$ cat src/rtl/i2c_master_ctrl_pkg.sv
// i2c_pkg: shared types and constants for the I2C master transaction controller.
//   i2c_state_e : controller FSM states (4-bit encoding)
//   quarter_t   : index of the current SCL quarter within a bit (q0..q3)
//   ACK / NACK  : SDA level seen on the ninth bit of a byte
//   od_drive()  : open-drain enable needed to put a data bit on SDA
package i2c_pkg;

  typedef enum logic [3:0] {
    ST_IDLE     = 4'd0,
    ST_START    = 4'd1,
    ST_ADDR     = 4'd2,
    ST_ADDR_ACK = 4'd3,
    ST_WR_LOAD  = 4'd4,
    ST_WR_BYTE  = 4'd5,
    ST_WR_ACK   = 4'd6,
    ST_RD_BYTE  = 4'd7,
    ST_RD_ACK   = 4'd8,
    ST_STOP     = 4'd9
  } i2c_state_e;

  typedef logic [1:0] quarter_t;

  localparam quarter_t Q0 = 2'd0;
  localparam quarter_t Q1 = 2'd1;
  localparam quarter_t Q2 = 2'd2;
  localparam quarter_t Q3 = 2'd3;

  localparam logic ACK  = 1'b0;
  localparam logic NACK = 1'b1;

  // A '0' is sent by pulling SDA low; a '1' by releasing it.
  function automatic logic od_drive(input logic data_bit);
    return ~data_bit;
  endfunction

endpackage

$ cat src/rtl/i2c_master_ctrl_if.sv
// i2c_master_ctrl_if: front-end byte-stream handshake plus SCL/SDA pad signals.
//   Front end : en, rw, addr, n_byte, tx_data, tx_valid -> controller
//               tx_ready, rx_data, rx_valid, busy, done, nack_err <- controller
//   Pads      : scl_in, sda_in -> controller; scl_oe, sda_oe (1 = pull low) <- controller
// Modports: master = the I2C master controller, slave = its environment
// (register/DMA front end and pad cells).
interface i2c_master_ctrl_if #(
  parameter int NB_W = 5
);
  logic            en;
  logic            rw;
  logic [6:0]      addr;
  logic [NB_W-1:0] n_byte;
  logic [7:0]      tx_data;
  logic            tx_valid;
  logic            tx_ready;
  logic [7:0]      rx_data;
  logic            rx_valid;
  logic            busy;
  logic            done;
  logic            nack_err;
  logic            scl_in;
  logic            sda_in;
  logic            scl_oe;
  logic            sda_oe;

  modport master (
    input  en, rw, addr, n_byte, tx_data, tx_valid, scl_in, sda_in,
    output tx_ready, rx_data, rx_valid, busy, done, nack_err, scl_oe, sda_oe
  );

  modport slave (
    output en, rw, addr, n_byte, tx_data, tx_valid, scl_in, sda_in,
    input  tx_ready, rx_data, rx_valid, busy, done, nack_err, scl_oe, sda_oe
  );
endinterface

$ cat src/rtl/i2c_master_ctrl_bit_timer.sv
// i2c_bit_timer: divides clk into SCL quarters of QDIV cycles each.
//   clk, resetN : system clock, async active-low reset
//   clr         : hold at the start of q0 (idle / waiting for write data)
//   stall       : hold the count at zero (slave clock stretching)
//   q           : current quarter index
//   q_end       : one-clk strobe on the last cycle of a quarter
module i2c_bit_timer
  import i2c_pkg::*;
#(
  parameter int QDIV = 25
) (
  input  logic     clk,
  input  logic     resetN,
  input  logic     clr,
  input  logic     stall,
  output quarter_t q,
  output logic     q_end
);

  localparam int CW = (QDIV > 1) ? $clog2(QDIV) : 1;

  logic [CW-1:0] cnt_r;
  quarter_t      q_r;

  assign q_end = ~clr & ~stall & (cnt_r == CW'(QDIV - 1));
  assign q     = q_r;

  // Quarter counter; a stall restarts the count so the quarter ends QDIV
  // cycles after the stall is lifted.
  always_ff @(posedge clk or negedge resetN) begin
    if (!resetN) begin
      cnt_r <= '0;
      q_r   <= Q0;
    end else if (clr) begin
      cnt_r <= '0;
      q_r   <= Q0;
    end else if (stall) begin
      cnt_r <= '0;
    end else if (q_end) begin
      cnt_r <= '0;
      q_r   <= q_r + 2'd1;
    end else begin
      cnt_r <= cnt_r + CW'(1);
    end
  end

endmodule

$ cat src/rtl/i2c_master_ctrl.sv
// i2c_master_ctrl: clock-divided I2C master transaction controller.
// Generates SCL at f_clk/(4*QDIV), sends START + {addr,rw}, then streams
// n_byte data bytes (write via tx handshake, read via rx pulses) and STOP.
//   clk, resetN : system clock, async active-low reset (releases both lines)
//   bus         : i2c_master_ctrl_if.master (front-end handshake + pads)
// Optional build macro I2C_CLK_STRETCH_EN: when defined, a slave holding SCL
// low during q2 stalls the bit timer; otherwise scl_in is ignored.
module i2c_master_ctrl
  import i2c_pkg::*;
#(
  parameter int QDIV      = 25,
  parameter int MAX_BYTES = 16,
  parameter int NB_W      = $clog2(MAX_BYTES + 1)
) (
  input logic               clk,
  input logic               resetN,
  i2c_master_ctrl_if.master bus
);

  i2c_state_e      state_r;
  logic [7:0]      shift_r;
  logic [2:0]      bit_cnt_r;
  logic [NB_W-1:0] byte_cnt_r;
  logic [NB_W-1:0] n_byte_r;
  logic            rw_r;
  logic            smp_r;
  logic            scl_oe_r;
  logic            sda_oe_r;
  logic            tx_ready_r;
  logic            rx_valid_r;
  logic [7:0]      rx_data_r;
  logic            busy_r;
  logic            done_r;
  logic            nack_err_r;

  quarter_t        q_s;
  logic            q_end_s;
  logic            timer_clr_s;
  logic            stall_s;
  logic [NB_W-1:0] nxt_cnt_s;
  logic            last_bit_s;
  logic            last_byte_s;

  assign timer_clr_s = (state_r == ST_IDLE) || (state_r == ST_WR_LOAD);
  assign nxt_cnt_s   = byte_cnt_r + NB_W'(1);
  assign last_bit_s  = (bit_cnt_r == 3'd7);
  assign last_byte_s = (nxt_cnt_s == n_byte_r);

`ifdef I2C_CLK_STRETCH_EN
  // SCL released by us but still low on the pad: the slave is stretching.
  assign stall_s = (q_s == Q2) && !scl_oe_r && !bus.scl_in;
`else
  logic scl_in_unused_s;
  assign scl_in_unused_s = bus.scl_in;
  assign stall_s         = 1'b0;
`endif

  i2c_bit_timer #(.QDIV(QDIV)) u_timer (
    .clk    (clk),
    .resetN (resetN),
    .clr    (timer_clr_s),
    .stall  (stall_s),
    .q      (q_s),
    .q_end  (q_end_s)
  );

  // Transaction FSM; every output is a register updated here.
  always_ff @(posedge clk or negedge resetN) begin
    if (!resetN) begin
      state_r    <= ST_IDLE;
      shift_r    <= 8'd0;
      bit_cnt_r  <= 3'd0;
      byte_cnt_r <= '0;
      n_byte_r   <= '0;
      rw_r       <= 1'b0;
      smp_r      <= 1'b0;
      scl_oe_r   <= 1'b0;
      sda_oe_r   <= 1'b0;
      tx_ready_r <= 1'b0;
      rx_valid_r <= 1'b0;
      rx_data_r  <= 8'd0;
      busy_r     <= 1'b0;
      done_r     <= 1'b0;
      nack_err_r <= 1'b0;
    end else begin
      tx_ready_r <= 1'b0;
      rx_valid_r <= 1'b0;
      done_r     <= 1'b0;
      case (state_r)
        ST_IDLE: begin
          if (bus.en) begin
            rw_r       <= bus.rw;
            shift_r    <= {bus.addr, bus.rw};
            n_byte_r   <= (bus.n_byte > NB_W'(MAX_BYTES)) ? NB_W'(MAX_BYTES) : bus.n_byte;
            byte_cnt_r <= '0;
            bit_cnt_r  <= 3'd0;
            nack_err_r <= 1'b0;
            busy_r     <= 1'b1;
            state_r    <= ST_START;
          end
        end
        ST_START: begin
          if (q_end_s) begin
            case (q_s)
              Q1: sda_oe_r <= 1'b1;
              Q2: scl_oe_r <= 1'b1;
              Q3: begin
                sda_oe_r <= od_drive(shift_r[7]);
                state_r  <= ST_ADDR;
              end
              default: ;
            endcase
          end
        end
        ST_ADDR, ST_WR_BYTE: begin
          if (q_end_s) begin
            case (q_s)
              Q1: scl_oe_r <= 1'b0;
              Q3: begin
                scl_oe_r <= 1'b1;
                if (last_bit_s) begin
                  sda_oe_r <= 1'b0;
                  state_r  <= (state_r == ST_ADDR) ? ST_ADDR_ACK : ST_WR_ACK;
                end else begin
                  shift_r   <= {shift_r[6:0], 1'b0};
                  sda_oe_r  <= od_drive(shift_r[6]);
                  bit_cnt_r <= bit_cnt_r + 3'd1;
                end
              end
              default: ;
            endcase
          end
        end
        ST_WR_LOAD: begin
          // SCL stays low (scl_oe_r=1) for as long as the front end stalls.
          if (bus.tx_valid) begin
            shift_r    <= bus.tx_data;
            sda_oe_r   <= od_drive(bus.tx_data[7]);
            bit_cnt_r  <= 3'd0;
            tx_ready_r <= 1'b1;
            state_r    <= ST_WR_BYTE;
          end
        end
        ST_RD_BYTE: begin
          if (q_end_s) begin
            case (q_s)
              Q1: scl_oe_r <= 1'b0;
              Q2: begin
                shift_r <= {shift_r[6:0], bus.sda_in};
                if (last_bit_s) begin
                  rx_data_r  <= {shift_r[6:0], bus.sda_in};
                  rx_valid_r <= 1'b1;
                end
              end
              Q3: begin
                scl_oe_r <= 1'b1;
                if (last_bit_s) begin
                  // ACK every byte but the last, which is NACKed.
                  sda_oe_r <= ~last_byte_s;
                  state_r  <= ST_RD_ACK;
                end else begin
                  bit_cnt_r <= bit_cnt_r + 3'd1;
                end
              end
              default: ;
            endcase
          end
        end
        ST_ADDR_ACK, ST_WR_ACK, ST_RD_ACK: begin
          if (q_end_s) begin
            case (q_s)
              Q1: scl_oe_r <= 1'b0;
              Q2: smp_r    <= bus.sda_in;
              Q3: begin
                scl_oe_r  <= 1'b1;
                sda_oe_r  <= 1'b0;
                bit_cnt_r <= 3'd0;
                if (state_r != ST_ADDR_ACK) begin
                  byte_cnt_r <= nxt_cnt_s;
                end
                if ((state_r != ST_RD_ACK) && (smp_r == NACK)) begin
                  nack_err_r <= 1'b1;
                  sda_oe_r   <= 1'b1;
                  state_r    <= ST_STOP;
                end else if ((state_r == ST_ADDR_ACK) ? (n_byte_r == '0) : last_byte_s) begin
                  sda_oe_r <= 1'b1;
                  state_r  <= ST_STOP;
                end else if ((state_r == ST_RD_ACK) || ((state_r == ST_ADDR_ACK) && rw_r)) begin
                  state_r <= ST_RD_BYTE;
                end else begin
                  state_r <= ST_WR_LOAD;
                end
              end
              default: ;
            endcase
          end
        end
        ST_STOP: begin
          // q0: SCL low, SDA low; q1: SCL high; q2/q3: SDA high (STOP).
          if (q_end_s) begin
            case (q_s)
              Q0: scl_oe_r <= 1'b0;
              Q1: sda_oe_r <= 1'b0;
              Q3: begin
                done_r  <= 1'b1;
                busy_r  <= 1'b0;
                state_r <= ST_IDLE;
              end
              default: ;
            endcase
          end
        end
        default: begin
          scl_oe_r <= 1'b0;
          sda_oe_r <= 1'b0;
          busy_r   <= 1'b0;
          state_r  <= ST_IDLE;
        end
      endcase
    end
  end

  assign bus.scl_oe   = scl_oe_r;
  assign bus.sda_oe   = sda_oe_r;
  assign bus.tx_ready = tx_ready_r;
  assign bus.rx_valid = rx_valid_r;
  assign bus.rx_data  = rx_data_r;
  assign bus.busy     = busy_r;
  assign bus.done     = done_r;
  assign bus.nack_err = nack_err_r;

endmodule

$ cat src/flat_wrapper.sv
// flat-port wrapper written by rule: the top's interface ports become plain ports
module i2c_master_ctrl_flat import i2c_pkg::*;
#(
  parameter int QDIV      = 25,
  parameter int MAX_BYTES = 16,
  parameter int NB_W      = $clog2(MAX_BYTES + 1)
)
  (clk, resetN, bus_en, bus_rw, bus_addr, bus_n_byte, bus_tx_data, bus_tx_valid, bus_scl_in, bus_sda_in, bus_tx_ready, bus_rx_data, bus_rx_valid, bus_busy, bus_done, bus_nack_err, bus_scl_oe, bus_sda_oe);
  i2c_master_ctrl_if #(.NB_W(NB_W)) bus_i ();
  input logic clk;
  input logic resetN;
  input wire logic [$bits(bus_i.en)-1:0] bus_en;
  input wire logic [$bits(bus_i.rw)-1:0] bus_rw;
  input wire logic [$bits(bus_i.addr)-1:0] bus_addr;
  input wire logic [$bits(bus_i.n_byte)-1:0] bus_n_byte;
  input wire logic [$bits(bus_i.tx_data)-1:0] bus_tx_data;
  input wire logic [$bits(bus_i.tx_valid)-1:0] bus_tx_valid;
  input wire logic [$bits(bus_i.scl_in)-1:0] bus_scl_in;
  input wire logic [$bits(bus_i.sda_in)-1:0] bus_sda_in;
  output wire logic [$bits(bus_i.tx_ready)-1:0] bus_tx_ready;
  output wire logic [$bits(bus_i.rx_data)-1:0] bus_rx_data;
  output wire logic [$bits(bus_i.rx_valid)-1:0] bus_rx_valid;
  output wire logic [$bits(bus_i.busy)-1:0] bus_busy;
  output wire logic [$bits(bus_i.done)-1:0] bus_done;
  output wire logic [$bits(bus_i.nack_err)-1:0] bus_nack_err;
  output wire logic [$bits(bus_i.scl_oe)-1:0] bus_scl_oe;
  output wire logic [$bits(bus_i.sda_oe)-1:0] bus_sda_oe;
  assign bus_i.en = bus_en;
  assign bus_i.rw = bus_rw;
  assign bus_i.addr = bus_addr;
  assign bus_i.n_byte = bus_n_byte;
  assign bus_i.tx_data = bus_tx_data;
  assign bus_i.tx_valid = bus_tx_valid;
  assign bus_i.scl_in = bus_scl_in;
  assign bus_i.sda_in = bus_sda_in;
  assign bus_tx_ready = bus_i.tx_ready;
  assign bus_rx_data = bus_i.rx_data;
  assign bus_rx_valid = bus_i.rx_valid;
  assign bus_busy = bus_i.busy;
  assign bus_done = bus_i.done;
  assign bus_nack_err = bus_i.nack_err;
  assign bus_scl_oe = bus_i.scl_oe;
  assign bus_sda_oe = bus_i.sda_oe;
  i2c_master_ctrl #(.QDIV(QDIV), .MAX_BYTES(MAX_BYTES), .NB_W(NB_W)) u_core (.clk(clk), .resetN(resetN), .bus(bus_i));
endmodule
$ cat config.mk
export PLATFORM = sky130hd
export DESIGN_NAME = i2c_master_ctrl_flat
export DESIGN_NICKNAME = d
export VERILOG_FILES = /design/src/rtl/i2c_master_ctrl_pkg.sv /design/src/rtl/i2c_master_ctrl_if.sv /design/src/rtl/i2c_master_ctrl_bit_timer.sv /design/src/rtl/i2c_master_ctrl.sv /design/src/flat_wrapper.sv
export SDC_FILE = /design/constraint.sdc
export NUM_CORES = 1
export LEC_CHECK = 0
export CORE_MARGIN = 2
export CORE_UTILIZATION = 29
export CTS_BUF_LIST = sky130_fd_sc_hd__clkbuf_4
export CTS_CLUSTER_SIZE = 14
export DETAILED_ROUTE_END_ITERATION = 10
export SYNTH_ARGS = -nofsm -noshare
export SYNTH_HDL_FRONTEND = slang
export SYNTH_HIERARCHICAL = 1
export SYNTH_SLANG_ARGS = --single-unit
$ cat constraint.sdc
create_clock -name clk -period 3.3 [get_ports clk]
set_clock_uncertainty 0.15 [all_clocks]
set_input_delay 0.33 -clock clk [delete_from_list [all_inputs] [get_ports clk]]
set_output_delay 0.33 -clock clk [all_outputs]
set_load 0.03 [all_outputs]
==> results of run 1 <==
## per-layer routing
| metal | wire length (um) | global-route usage, % |
|---|---|---|
| met4 | 23 | 2.968 |
| met5 | 0 | 0 |
| met1 | 3448 | 18.92 |
| met2 | 3412 | 22.07 |
| met3 | 484 | 2.796 |
## kinds of logic (layout without fill, tap and decap cells)
family	count (synthesis)	in the layout	share of synthesized area, %
compound gates	104	104	23.81
simple gates	93	93	17.05
flops	49	49	40.16
buf+inv	37	79	6.025
mux	23	23	8.197
xor+xnor	9	9	2.582
fa+ha+maj	5	5	2.049
other cells	1	5	0.1228
## placed cells by master, fill, tap and decap left out, types with 10 or more instances in the layout
cell type and n:
dfrtp_1 49, clkdlybuf4s50_1 39, a21oi_1 25, o21ai_0 24, nand2_1 21, inv_1 19
nor2_1 18, nand2b_1 10, mux2i_1 10, mux2_2 10
## how the worst min path moves through the flow
stage                               to  slack (ps)  depth (start not counted)
3_3_place_gp         u_core/bus.scl_oe         320                          1
4_1_cts        u_core/u_timer/cnt_r[0]         350                          1
5_1_grt             u_core/n_byte_r[2]         380                          3
3_5_place_dp         u_core/bus.scl_oe         330                          1
2_1_floorplan      u_core/bit_cnt_r[0]        -120                          0
6_report       u_core/u_timer/cnt_r[0]         350                          1
## area by class of cell
| cell class | count | area [um^2] |
|---|---|---|
| Clock buffer | 6 | 45.04 |
| Clock inverter | 2 | 33.78 |
| Fill cell | 1039 | 6593 |
| Inverter | 21 | 78.83 |
| Multi-Input combinational cell | 239 | 1658 |
| Sequential cell | 49 | 1226 |
| Tap cell | 136 | 170.2 |
| Timing Repair Buffer | 50 | 473.0 |
## power breakdown
group	switching, mW	internal (mW)	total, mW	leakage (nW)
Sequential	0.133	0.749	0.882	0.648
Clock	0.192	0.166	0.358	0.0433
Combinational	0.877	0.591	1.47	0.852
## through the flow
stage,total power [mW],setup slack [ps],std cells,hold WS (ps)
global placement,2.327,798.0,494,320.8
CTS,2.714,751.3,503,353.2
finish,2.708,783.9,503,351.1
detailed placement,2.348,757.6,494,328.4
floorplan,2.013,899.1,325,-115.6
global route,2.940,622.7,503,376.4
## state kept, by name, indices dropped and copies added, names as in the netlist
register,count
u_core/bus.rx_data,8
u_core/shift_r,8
u_core/byte_cnt_r,5
u_core/n_byte_r,5
u_core/u_timer/cnt_r,5
u_core/state_r,4
u_core/bit_cnt_r,3
u_core/u_timer/q,2
u_core/bus.busy,1
u_core/bus.done,1
u_core/bus.nack_err,1
u_core/bus.rx_valid,1
u_core/bus.scl_oe,1
u_core/bus.sda_oe,1
u_core/bus.tx_ready,1
u_core/rw_r,1
u_core/smp_r,1
## synthesized netlist by cell type (3+ instances only)
cell      number  share of area (%)
buf_4          4               0.98
mux2_2        10                3.7
a22oi_1        4               0.98
a32oi_1        3               0.86
inv_1         19                2.3
nand3_1        5               0.82
nor3b_1        3               0.74
o22ai_1        7                1.4
nor2_1        18                2.2
buf_6          3                1.1
mux2i_1       10                3.3
buf_2          6               0.98
o21ai_0       24                3.9
ha_1           5                2.0
dfrtp_1       49                 40
a21oi_1       25                4.1
nand2_1       21                2.6
and3_1         5                1.0
xnor2_1        4                1.1
nand2b_1      10                2.0
xor2_1         5                1.4
nor3_1         9                1.5
a22o_1         8                2.3
nor2b_1        3               0.61
## critical path: stages, from the launching register on
cell and delay, ps:
dfrtp_1 430, inv_1 70, ha_1 180, nand4b_4 130, nor3_1 150, buf_4 190, nand2_1 80, nor2_1 160
and3_1 480, mux2_2 390
==> summary.txt, run 1 <==
Outcome
  – Outcome: finished, final reports clean

Flow run
  – Max cap viols: 0

Finish
  – Synthesis-to-finish area growth: 20.70%
  – Final net count: 398
  – Share of layout cells above drive strength 1: 12.81%
  – Final Util: ~36%
  – Antenna Cells: 0
  – Design area: approximately 3700 um^2

Global routing
  – GRT Util Overall: a little over an eighth
  – First-pass GRT wire length: 12.71 mm
  – Initial antenna violation count: 0
  – Pin count of the biggest net entering global routing: 36
  – Vias in the first global route: 2,532
  – Remaining Overflow, GRT: 0

STA
  – Setup TNS: 0 ps
  – RSZ-0062 raised after global routing: false
  – Pins Over Slew Limit: 0
  – Tightest Pin Transition: between 800 and 900 ps
  – Final Cycle Share: about three quarters
  – Setup violators final: 0
  – Final min period: about 2500 ps
  – Slew HR: between 40 and 50%
  – Final Hold Viols: 0
  – Fmax: ~400 MHz

Floorplan
  – DIE HEIGHT: between 100 and 150 um
  – Chip Width: between 100 and 150 um
  – Core box area: 10,280 um^2
  – Row count: 37
  – Die footprint: approximately 11,000 um^2
  – Initial Util: between 20% and 30%
  – Io pins: 42

Clock tree
  – H-tree lvl count: 2
  – Root buffer cell: clkbuf_4
  – # hold bufs at CTS: 1
  – CTS buffer count: 5
  – Reg clk slew, reported paths: 130 ps
  – Resize count post-CTS: 0
  – CTS max path bufs: 2
  – Clk sinks: 49
  – Post-CTS setup repair buffer count: 0
  – CTS tree: yes
  – Skew-Pair Late Insertion Delay: about 360 ps

Power
  – VDD IR max: 0.2679 mV
  – Power Density: 734.8 nW/um^2
  – P_leak: 1.543 nW

Worst setup path
  – RR Endpoint: u_core/bus.rx_data[6]
  – Beginning of the critical path: u_core/u_timer/cnt_r[0]
  – R2R setup slack: between 700 and 800 ps
  – R2R cell count: 9
  – WP data required: around 3400 ps
  – CP arrival: around 2600 ps
  – Setup crit end: u_core/bus.rx_data[6]
  – Crit path capture type: flop
  – Worst setup path class: flop to flop
  – Startpoint Class: flop
  – Crit Path Max Fanout: 10
  – Reg2reg start: u_core/u_timer/cnt_r[0]

Route
  – DRC Markers: 0
  – Routed wire length per instance: between 10 and 15 um
  – Final ANT Viol Nets: 0
  – Number of DRC markers in iteration 0: roughly 170
  – Via density: between 5 and 6
  – Drt pass-1 iters: 4
  – Vias: around 2,600
  – Detailed-route wire length: approximately 7.4 mm

Synthesis
  – Yosys cell types: a little over 70
  – Ys flop type: dfrtp_1
  – Seq/Total Area, Yosys: around 40%
  – Synth Warn #: 6
  – Post-Syn Area: around 3000 um^2
  – Mapped Cells: roughly 320
  – Post-synth EDFFs: 0
  – Syn Area/Cell: 9.511 um^2
  – Synthesized flop and latch total: 49
  – Ys async rst share: 100.0%

Place
  – Routability Congestion: 0.8860
  – PortBufs: 40
  – DP Area: between 3000 and 4000 um^2
  – Detailed placement HPWL: between 5 and 6 mm

Worst hold path
  – HP Class: flop to flop
  – Hold path start: u_core/u_timer/cnt_r[0]
Note: power is estimated with default switching activity, not from simulation.
==> run 2, diff against run 1 <==
==> constraint.sdc (replaced) <==
create_clock -name clk -period 2.5 [get_ports clk]
set_clock_uncertainty 0.15 [all_clocks]
set_input_delay 0.25 -clock clk [delete_from_list [all_inputs] [get_ports clk]]
set_output_delay 0.25 -clock clk [all_outputs]
set_load 0.03 [all_outputs]
==> summary.txt, run 2 (synthesis results as in run 1) <==
Finish
  – Most common cell after layout, fill and taps aside: dfrtp_1
  – Final net count: a little over 400
  – Commonest non-fill, non-tap cells in the layout: 49 x dfrtp_1, 39 x clkdlybuf4s50_1, 25 x a21oi_1
  – Final Util: between 30% and 40%
  – Synthesis-to-finish area growth: 22.38%
  – Share of layout cells above drive strength 1: 15.73%
  – Antenna Cells: 0

Route
  – Via density: between 5 and 6
  – Number of DRC markers in iteration 0: about 170
  – DRC Markers: 0
  – Vias: ~2,700
  – Final ANT Viol Nets: 0
  – Detailed-route wire length: between 7 and 8 mm
  – Routed wire length per instance: ~15 um
  – Drt pass-1 iters: 4

Clock tree
  – Reg clk slew, reported paths: 160 ps
  – CTS buffer count: 5
  – CTS max path bufs: 2
  – H-tree lvl count: 2
  – Clk sinks: between 40 and 50
  – Post-CTS setup repair buffer count: 0
  – Skew-Pair Late Insertion Delay: 380 ps
  – CTS tree: yes
  – Root buffer cell: clkbuf_4

Worst setup path
  – CP max stage delay: approximately 450 ps
  – RR Endpoint: u_core/rw_r
  – R2R setup slack: roughly 130 ps
  – Beginning of the critical path: u_core/state_r[0]
  – CP arrival: 2500 ps
  – Reg2reg start: u_core/state_r[0]
  – WP data required: around 2600 ps
  – Startpoint Class: flop
  – Setup crit end: u_core/rw_r
  – Crit path capture type: flop
  – Crit. path cell count: 6
  – R2R cell count: 6
  – Crit-path cells: buf_4, buf_4, nor3_1, buf_4, nand3_1, mux2_2
  – Bufs and invs on worst path: 3
  – Cell mode on critical path: buf_4
  – Slowest cell on crit path: nor3_1
  – CP top delay family: simple AND/OR/NAND/NOR gates
  – Crit Path Max Fanout: 14
  – Worst setup path class: flop to flop

Power
  – P_leak: around 1.6 nW
  – Power Density: between 900 and 1000 nW/um^2
  – Final Power: approximately 3.6 mW
  – VDD IR max: 0.3573 mV

STA
  – Setup violators final: 0
  – Final min period: roughly 2400 ps
  – Setup TNS: 0 ps
  – Tightest Pin Transition: roughly 680 ps
  – Pins Over Slew Limit: 0
  – Final Cycle Share: a little over nine tenths
  – Slew HR: between 50% and 60%
  – RSZ-0062 raised after global routing: false
  – Final hold slack: about 260 ps
  – Final Hold Viols: 0
  – Fmax: between 400 and 500 MHz

Floorplan
  – Initial Util: 29.71%
  – Row count: 37
  – Chip Width: around 110 um
  – DIE HEIGHT: roughly 110 um
  – Core box area: 10,280 um^2
  – Die footprint: approximately 11,000 um^2
  – Io pins: 42

Global routing
  – Vias in the first global route: roughly 2,700
  – First-pass GRT wire length: 13.09 mm
  – Initial antenna violation count: 0
  – Pin count of the biggest net entering global routing: 30
  – Remaining Overflow, GRT: 0
  – GRT Util Overall: ~14%

Place
  – Routability Congestion: around 0.9
  – Detailed placement HPWL: 5.680 mm
  – PortBufs: 40

Outcome
  – Outcome: finished, final reports clean

Worst hold path
  – Hold path start: bus_n_byte[2]
  – HP Class: input port to flop

Flow run
  – Max cap viols: 0
## run 2: changes by cell type in the layout (fill, tap and decap cells not counted), sizes merged
cell    before  now
buf         10   18
bufinv       1    0
inv         21   22
## run 2: where the power goes
part / internal (mW) / switching, mW
clock: 0.124 / 0.282
sequential: 0.988 / 0.197
combinational: 0.848 / 1.16
## run 2: worst min-delay path by stage
stage                                     end  slack, ps  cells past startpoint
final                      u_core/n_byte_r[2]        260                      3
after global routing       u_core/n_byte_r[0]        270                      3
after CTS                  u_core/n_byte_r[2]        250                      3
after detailed placement    u_core/bus.scl_oe        190                      1
after global placement      u_core/bus.scl_oe        190                      1
after floorplan           u_core/bit_cnt_r[0]       -200                      0
## run 2: worst register-to-register path, cell delays in order (launching register included)
cell and delay [ps]:
dfrtp_1 430, buf_4 170, buf_4 190, nor3_1 450, buf_4 210, nand3_1 290, mux2_2 380
## run 2: cell type report
type | instances | area [um^2]
Clock buffer | 6 | 45.04
Sequential cell | 49 | 1226
Clock inverter | 2 | 13.76
Inverter | 21 | 78.83
Tap cell | 136 | 170.2
Fill cell | 1077 | 6541
Timing Repair Buffer | 58 | 533.0
Multi-Input combinational cell | 239 | 1669
## run 2: repair_timing
item | 4_1_cts | 5_1_grt
gates resized for setup | 0 | 5
hold buffers | 1 | 0
endpoints found under the setup margin | 0 | 13
endpoints found under the hold margin | 27 | 0
## run 2: through the flow
step	worst slack, ps	instances	instance area [um^2]
floorplan	99.14	325	3068
global placement	120.9	502	3656
detailed placement	81.56	502	3656
CTS	68.16	511	3725
global route	16.88	511	3736
finish	129.3	511	3736
## run 2: per-layer routing
metal	part of all wire (%)	track usage (%)	routed length, um
met1	47	19.47	3553
met5	0	0	0
met2	47	22.70	3547
met3	5.0	2.614	381
met4	1.7	3.432	130
==> run 3, diff against run 2 <==
--- a/config.mk
+++ b/config.mk
@@ -5,11 +5,13 @@
 export SDC_FILE = /design/constraint.sdc
 export NUM_CORES = 1
 export LEC_CHECK = 0
+export CAP_MARGIN = 5
 export CORE_MARGIN = 2
 export CORE_UTILIZATION = 29
 export CTS_BUF_LIST = sky130_fd_sc_hd__clkbuf_4
 export CTS_CLUSTER_SIZE = 14
 export DETAILED_ROUTE_END_ITERATION = 10
+export SLEW_MARGIN = 10
 export SYNTH_ARGS = -nofsm -noshare
 export SYNTH_HDL_FRONTEND = slang
 export SYNTH_HIERARCHICAL = 1
==> results of run 3 <==
Same layout as run 2: the final DEF is identical, and so are final timing and power.
